--- src/rtl/alu_pwr_pkg.sv ---
// alu_pwr_pkg: power-island state encoding, per-state output tables and counter sizing helper
package alu_pwr_pkg;
  typedef enum logic [2:0] {
    OFF     = 3'd0,
    PWR_UP  = 3'd1,
    RST_REL = 3'd2,
    ON      = 3'd3,
    DRAIN   = 3'd4,
    ISO     = 3'd5
  } pwr_state_e;
  // Bit n holds the output value for state n; unused encodings 6/7 mirror OFF.
  localparam logic [7:0] PWR_EN_TBL = 8'b0011_1110;
  localparam logic [7:0] ISO_EN_TBL = 8'b1110_0111;
  localparam logic [7:0] RST_N_TBL  = 8'b0011_1100;
  function automatic int max3(input int a, input int b, input int c);
    int m;
    m = (a > b) ? a : b;
    return (m > c) ? m : c;
  endfunction
endpackage

--- src/rtl/alu_pwr_seq.sv ---
// alu_pwr_seq: power sequencing FSM with a shared saturating dwell counter and sticky drain timeout flag
module alu_pwr_seq
  import alu_pwr_pkg::*;
#(
  parameter int PWR_UP_CYCLES = 4,
  parameter int RST_CYCLES    = 2,
  parameter int DRAIN_TIMEOUT = 32
) (
  input  logic       clk,
  input  logic       rst_n,
  input  logic       pwr_req,
  input  logic       alu_busy,
  output pwr_state_e state,
  output logic       drain_err
);
  localparam int CMAX = max3(PWR_UP_CYCLES, RST_CYCLES, DRAIN_TIMEOUT);
  localparam int CW = $clog2(CMAX + 1);
  localparam logic [CW-1:0] PU_T  = CW'(PWR_UP_CYCLES - 1);
  localparam logic [CW-1:0] RS_T  = CW'(RST_CYCLES - 1);
  localparam logic [CW-1:0] DT_T  = CW'(DRAIN_TIMEOUT - 1);
  localparam logic [CW-1:0] C_TOP = CW'(CMAX);
  localparam logic [CW-1:0] ONE   = CW'(1);
  pwr_state_e nxt;
  logic [CW-1:0] cnt;
  logic err_set;
  always_comb begin
    nxt = state;
    err_set = 1'b0;
    case (state)
      OFF:     nxt = pwr_req ? PWR_UP : OFF;
      PWR_UP:  nxt = !pwr_req ? OFF : (cnt == PU_T ? RST_REL : PWR_UP);
      RST_REL: nxt = !pwr_req ? OFF : (cnt == RS_T ? ON : RST_REL);
      ON:      nxt = pwr_req ? ON : DRAIN;
      DRAIN: begin
        // Re-request wins over both exits so an in-flight op is never isolated needlessly.
        if (pwr_req) nxt = ON;
        else if (!alu_busy) nxt = ISO;
        else if (cnt == DT_T) begin
          nxt = ISO;
          err_set = 1'b1;
        end
      end
      ISO:     nxt = OFF;
      default: nxt = OFF;
    endcase
  end
  always_ff @(posedge clk or negedge rst_n) begin
    if (!rst_n) begin
      state <= OFF;
      cnt <= '0;
      drain_err <= 1'b0;
    end else begin
      state <= nxt;
      cnt <= (nxt != state) ? '0 : (cnt == C_TOP ? cnt : cnt + ONE);
      if (err_set) drain_err <= 1'b1;
    end
  end
endmodule

--- src/rtl/alu_pwr_island.sv ---
// alu_pwr_island: gated-ALU power island controller with start gating and isolation-safe registered result
// Optional ALU_PWR_RETENTION_EN: isolated result shows the value retained at ISO entry instead of CLAMP_VALUE.
module alu_pwr_island
  import alu_pwr_pkg::*;
#(
  parameter int WIDTH = 16,
  parameter int OPW = 4,
  parameter int PWR_UP_CYCLES = 4,
  parameter int RST_CYCLES = 2,
  parameter int DRAIN_TIMEOUT = 32,
  parameter logic [WIDTH-1:0] CLAMP_VALUE = '0
) (
  input  logic             clk,
  input  logic             rst_n,
  input  logic             pwr_req,
  input  logic             start,
  output logic             start_ready,
  output logic             alu_start,
  output logic             alu_pwr_en,
  output logic             alu_iso_en,
  output logic             alu_rst_n,
  input  logic [WIDTH-1:0] alu_result,
  input  logic             alu_busy,
  output logic [WIDTH-1:0] result,
  output logic             pwr_ack,
  output logic [2:0]       pwr_state,
  output logic             drain_err
);
  pwr_state_e st;
  logic [WIDTH-1:0] iso_nxt;
  alu_pwr_seq #(
    .PWR_UP_CYCLES(PWR_UP_CYCLES),
    .RST_CYCLES(RST_CYCLES),
    .DRAIN_TIMEOUT(DRAIN_TIMEOUT)
  ) u_seq (
    .clk(clk),
    .rst_n(rst_n),
    .pwr_req(pwr_req),
    .alu_busy(alu_busy),
    .state(st),
    .drain_err(drain_err)
  );
  assign pwr_state = st;
  assign start_ready = (st == ON);
  assign pwr_ack = start_ready;
  assign alu_start = start & start_ready;
  assign alu_pwr_en = PWR_EN_TBL[st];
  assign alu_iso_en = ISO_EN_TBL[st];
  assign alu_rst_n = RST_N_TBL[st];
`ifdef ALU_PWR_RETENTION_EN
  logic [WIDTH-1:0] ret;
  // ISO lasts one cycle: the last DRAIN sample is held there and copied into retention.
  always_ff @(posedge clk or negedge rst_n) begin
    if (!rst_n) ret <= CLAMP_VALUE;
    else if (st == ISO) ret <= result;
  end
  assign iso_nxt = (st == ISO) ? result : ret;
`else
  assign iso_nxt = CLAMP_VALUE;
`endif
  always_ff @(posedge clk or negedge rst_n) begin
    if (!rst_n) result <= CLAMP_VALUE;
    else result <= (st == ON || st == DRAIN) ? alu_result : iso_nxt;
  end
endmodule

--- config.mk ---
export PLATFORM = sky130hd
export DESIGN_NAME = alu_pwr_island
export DESIGN_NICKNAME = d
export VERILOG_FILES = /design/src/rtl/alu_pwr_pkg.sv /design/src/rtl/alu_pwr_seq.sv /design/src/rtl/alu_pwr_island.sv
export SDC_FILE = /design/constraint.sdc
export NUM_CORES = 1
export LEC_CHECK = 0
export CAP_MARGIN = 10
export CORE_MARGIN = 2
export CORE_UTILIZATION = 43
export DETAILED_ROUTE_END_ITERATION = 16
export GPL_ROUTABILITY_DRIVEN = 0
export PLACE_DENSITY_LB_ADDON = 0.3
export SLEW_MARGIN = 20
export SYNTH_ARGS = -nofsm -noshare
export SYNTH_HDL_FRONTEND = slang
export SYNTH_SLANG_ARGS = --single-unit
--- constraint.sdc ---
create_clock -name clk -period 2.3 [get_ports clk]
set_input_delay 0.345 -clock clk [delete_from_list [all_inputs] [get_ports clk]]
set_output_delay 0.345 -clock clk [all_outputs]
set_load 0.01 [all_outputs]
# --- Yosys cells after proc, flatten, opt, wreduce, memory -nomap -nowiden ---
# Memory sizes are Yosys's and may differ from the RTL's.
# Index checks and enable logic that the tools add are counted.
totals:
  reg_bits: 26
  mem_bits_ro: 24
  input_bits: 21
  output_inout_bits: 26
  word_cells: 42
  n_memories: 3
classes:
  add_sub_neg: 1
  order_cmp: 1
  n_eq_ne: 10
  mux: 20
  bitwise_logic: 1
  reduce_logical: 2
memory_table:
  columns: ["name", "depth", "width", "read_ports", "rd_clocked_by_memory_dff", "wr", "line_no", "source"]
  rows:
  - ["(no name shown)", 8, 1, 1, 0, 0, "alu_pwr_island.sv:49", "assign alu_rst_n = RST_N_TBL[st];"]
  - ["(no name shown)", 8, 1, 1, 0, 0, "alu_pwr_island.sv:48", "assign alu_iso_en = ISO_EN_TBL[st];"]
  - ["(no name shown)", 8, 1, 1, 0, 0, "alu_pwr_island.sv:47", "assign alu_pwr_en = PWR_EN_TBL[st];"]
ops:
  columns: ["operator", "count"]
  rows:
  - ["$mux 3", 6]
  - ["$mux 16", 1]
  - ["$pmux 3 s5", 1]
  - ["$mux 6", 2]
  - ["$mux 1", 9]
  - ["$add 6x1->6 const B", 1]
  - ["$eq 3x2->1 const B", 2]
  - ["$eq 6x1->1 const B", 1]
  - ["$eq 6x2->1 const B", 1]
  - ["$eq 6x5->1 const B", 1]
  - ["$eq 6x6->1 const B", 1]
  - ["$lt 3x4->1 const B", 1]
  - ["$eq 3x1->1 const B", 1]
  - ["$eq 3x3->1 const B", 1]
  - ["$logic_not 3->1", 1]
  - ["$ne 3x3->1", 1]
  - ["$mux 2", 1]
  - ["$ne 2x1->1 const B", 1]
  - ["$and 1x1->1", 1]
  - ["$logic_or 1x1->1", 1]

# --- Logic depth before layout (Yosys ltp) ---
logic_depth:
  depth_word: 7
  ltp_mapped: 8
  ltp_nobuf: 7

# --- By module ---
# Synthesis repeated with hierarchy kept, for this count alone.
hier_totals:
  hier_cells: 111
  area_unflattened_um2: 1291.2
modules_own_cells:
  columns: ["module", "instances", "cells_per_inst", "area_each_um2", "seq_area_each_um2"]
  rows:
  - ["alu_pwr_island", 1, 45, 654.4, 400.4]
  - ["alu_pwr_seq", 1, 66, 636.9, 250.2]

# --- Least setup slack after synthesis ---
# Ideal clock, no wire load.
synth_timing:
  path_kind: "register to register"
  from: "register u_seq.cnt[0]"
  to: "register u_seq.cnt[0]"
  setup_time_ps: 79
  arrival_time_ps: 1902
  required_time_ps: 2221
  path_slack_ps: 318
  path_stages_with_launch: 7
  path_buffers: 0
  period_less_slack_ps: 1982
  path_cell_list: "dfrtp_1 ha_1 or2b_2 or3_1 a2bb2oi_2 a22oi_4 mux2i_1"
synth_between:
  elab_chain_len: 7
  elab_cells_between_ends: 17
  cone_classes: "add/sub: 1; eq/ne: 6; mux: 10"
synth_rtl:
  columns: ["element", "line_no", "source"]
  rows:
  - ["start: declaration", "alu_pwr_seq.sv:24", "logic [CW-1:0] cnt;"]
  - ["start signal: assignment", "alu_pwr_seq.sv:54", "cnt <= (nxt != state) ? '0 : (cnt == C_TOP ? cnt : cnt + ONE);"]
  - ["$eq 6x5->1", "alu_pwr_seq.sv:38", "else if (cnt == DT_T) begin"]
  - ["$mux 3", "alu_pwr_seq.sv:38", null]
  - ["$mux 3", "alu_pwr_seq.sv:37", "else if (!alu_busy) nxt = ISO;"]
  - ["$mux 3", "alu_pwr_seq.sv:36", "if (pwr_req) nxt = ON;"]
  - ["$pmux 3 s5", "alu_pwr_seq.sv:29", "case (state)"]
  - ["$ne 3x3->1", "alu_pwr_seq.sv:54", null]
  - ["$ne 2x1->1 (no line) / $mux 6 (equally long branches)", null, null]
# Several ways; a longest one is shown, not always the timed one. The select of a mux whose other input is x is not followed.
# A chain may end at the register's enable or synchronous reset.

# --- Worst setup path in the final report ---
layout_timing:
  from: "register u_seq.cnt[0]"
  to: "register u_seq.cnt[5]"
# Same word-level chain as after synthesis.

==> summary.txt <==
Vias in the first global route - 1103
Fin. max-slew vios - 0
Vias post-DR - 1013
Final setup vio count - 0
Final core occ - 0.669
Root Buffer Master - clkbuf_4
R2r startpoint - u_seq.cnt[0]$_DFFE_PN0P_
Site row count - 19
FF-to-FF End - u_seq.cnt[5]$_DFFE_PN0P_
WL final - 2710 um
Critical path endpoint category - flop
Synthesized flop and latch total - 26
Mapped Area - 1230 um2
Initial antenna violation count - 0
Critical Path Fanout Max - 7
Ant diodes - 0
Largest net degree at the start of global routing - 27
Crit path required time - 2.54 ns
Sequential area share after synthesis - 0.527
CTS Hold Buffers Added - 0
Synth Area per Inst - 10.6 um2
Hpwl dp - 2090 um
Synth-to-Final Area Change - 48.1%
Global-route usage over all layers - 0.181
Critical Path Start Type - flop
Area of the die - 3320 um2
FF-to-FF setup slack - 0.12 ns
CORE AREA - 2730 um2
Syn nets - 140
Ports - 47
Max Cap Viol - 0
Synth Warn # - 0
Reg clk slew, reported paths - 0.14 ns
Initial core utilization - 0.452
DR DRC count - 0
Final period util - 0.947
Die width - 57.6 um
Clock buffer depth - 2
Sequential power share - 0.405
Share of cells above drive strength 1 - 0.135
Peak VDD IR - 574 uV
Remaining antenna violation count - 0
LEAKAGE - 0.876 nW
Critical path start-end classification - reg -> reg
Hold WC Path Type - in -> async
Synth cell types - 32
Slew headroom - 0.670
CP arrival - 2.42 ns
DR pass1 iterations - 4
Post-synthesis async set-or-reset flop share - 1.00
Clk_lat worst skew - 0.31 ns
Setup TNS - 0 ns
CP Launch Point - u_seq.cnt[0]$_DFFE_PN0P_
Via density - 5.01
CTS H-tree lvls - 1
Routed WL per cell - 13.4 um
Fin crit period - 2.18 ns
Cell Int Power - 0.937 mW
Nets@finish - 196
RSZ-0062 raised after global routing - false
Worst Clk Skew - 0.00526 ns
Initial DRC Count - 23
Switching part of the total - 0.296
Clk pwr share - 0.232
CTS tree - done
Outcome - completed
Psw - 0.394 mW
Total congestion overflow - 0
R2R depth - 6
Ys flop type - dfrtp_1
Synth Instances - 116
First-pass GRT wire length - 4690 um
CTS Buf Count - 3
Comb power frac - 0.363
CTS sink cnt - 26
PD cells - 728 nW/um2
Post-synth EDFFs - 0
Worst-margin pin slew - 0.489 ns
Final hold vios - 0
Die Y - 57.6 um
Max Freq - 459 MHz
PortBufs - 46
[state kept, by name, indices dropped and copies added, names as in the netlist]
signal	flops
u_seq.drain_err	1
u_seq.state	3
u_seq.cnt	6
result	16
[cells in the mapped netlist (all sizes together) (3+ instances only)]
cell type / count / area [um2]
nand2: 13 / 48.8
and2: 16 / 100
nor2: 7 / 26.3
o21ai: 3 / 15.0
nand3: 3 / 15.0
xnor2: 3 / 26.3
inv: 8 / 30.0
dfrtp: 26 / 651
ha: 3 / 37.5
nor3: 3 / 15.0
mux2i: 6 / 60.1
[placed cells by master, fill, tap and decap left out, types with 2 or more instances in the layout]
cell type and count:
o21ai_0 3, xnor2_1 3, ha_1 3, dfrtp_1 24, buf_4 9, nor3_1 3
clkdlybuf4s50_1 45, inv_1 8, nand2_1 13, mux2i_1 6, and2_1 16, nor2_1 7
dfrtp_2 2, clkbuf_4 3, or2b_2 2, a21oi_1 2, nand3_1 3, xor2_1 2
[what timing repair did]
item	in CTS	in global routing
buffers inserted	3	0
resized for setup	3	0
setup endpoints to repair	1	0
[power groups by stage]
stage	logic [mW]	registers, mW	clock network [mW]
floorplan	0.244	0.561	0
global placement	0.444	0.549	0
detailed placement	0.464	0.552	0
CTS	0.488	0.538	0.315
global route	0.534	0.547	0.336
finish	0.484	0.540	0.308
[area by class of cell]
type                    count  area (um2)
flip-flops and latches     26         653
clock inverters             1        30.0
fillers                   217         905
clock buffers               3        22.5
inverters                   8        30.0
multi-input cells          78         528
repair buffers             55         527
well taps                  31        38.8
[critical path: stages, from the launching register on]
cell and delay, ns:
dfrtp_1 0.45, ha_1 0.23, or2b_2 0.33, or3_1 0.36, a2bb2oi_2 0.16, a22oi_4 0.33, mux2i_1 0.25
[worst max path at each step]
stage,end,slack (ns),cells after the start
6_report,u_seq.cnt[5]$_DFFE_PN0P_,0.12,6
5_1_grt,u_seq.cnt[5]$_DFFE_PN0P_,0.01,6
4_1_cts,u_seq.cnt[5]$_DFFE_PN0P_,0.14,6
3_5_place_dp,u_seq.cnt[5]$_DFFE_PN0P_,0.16,6
3_3_place_gp,u_seq.cnt[0]$_DFFE_PN0P_,0.26,6
2_1_floorplan,u_seq.cnt[0]$_DFFE_PN0P_,0.32,6
[through the flow]
stage / power [mW] / cell area [um2] / hold slack (ns) / cells / setup WS (ns)
floorplan: 0.806 / 1230 / 0.0494 / 116 / 0.318
global placement: 0.993 / 1750 / 0.480 / 195 / 0.257
detailed placement: 1.02 / 1750 / 0.470 / 195 / 0.159
CTS: 1.34 / 1830 / 0.378 / 202 / 0.136
global route: 1.42 / 1830 / 0.383 / 202 / 0.0124
finish: 1.33 / 1830 / 0.373 / 202 / 0.121
[cells by family after synthesis]
logic type,after synthesis,share of synthesized area
buffers and inverters,12,0.0456
adder cells (fa/ha/maj),3,0.0304
flip-flops,26,0.527
XOR/XNOR,5,0.0355
AND/OR/NAND/NOR,52,0.226
AO/OA/AOI/OAI,11,0.0780
multiplexers,7,0.0578
[routing by layer]
metal  track usage  share of wire
met2         0.313           0.52
met5             0              0
met4        0.0698          0.015
met1         0.216           0.41
met3        0.0454          0.057
Power figures use the tool's default switching activity.
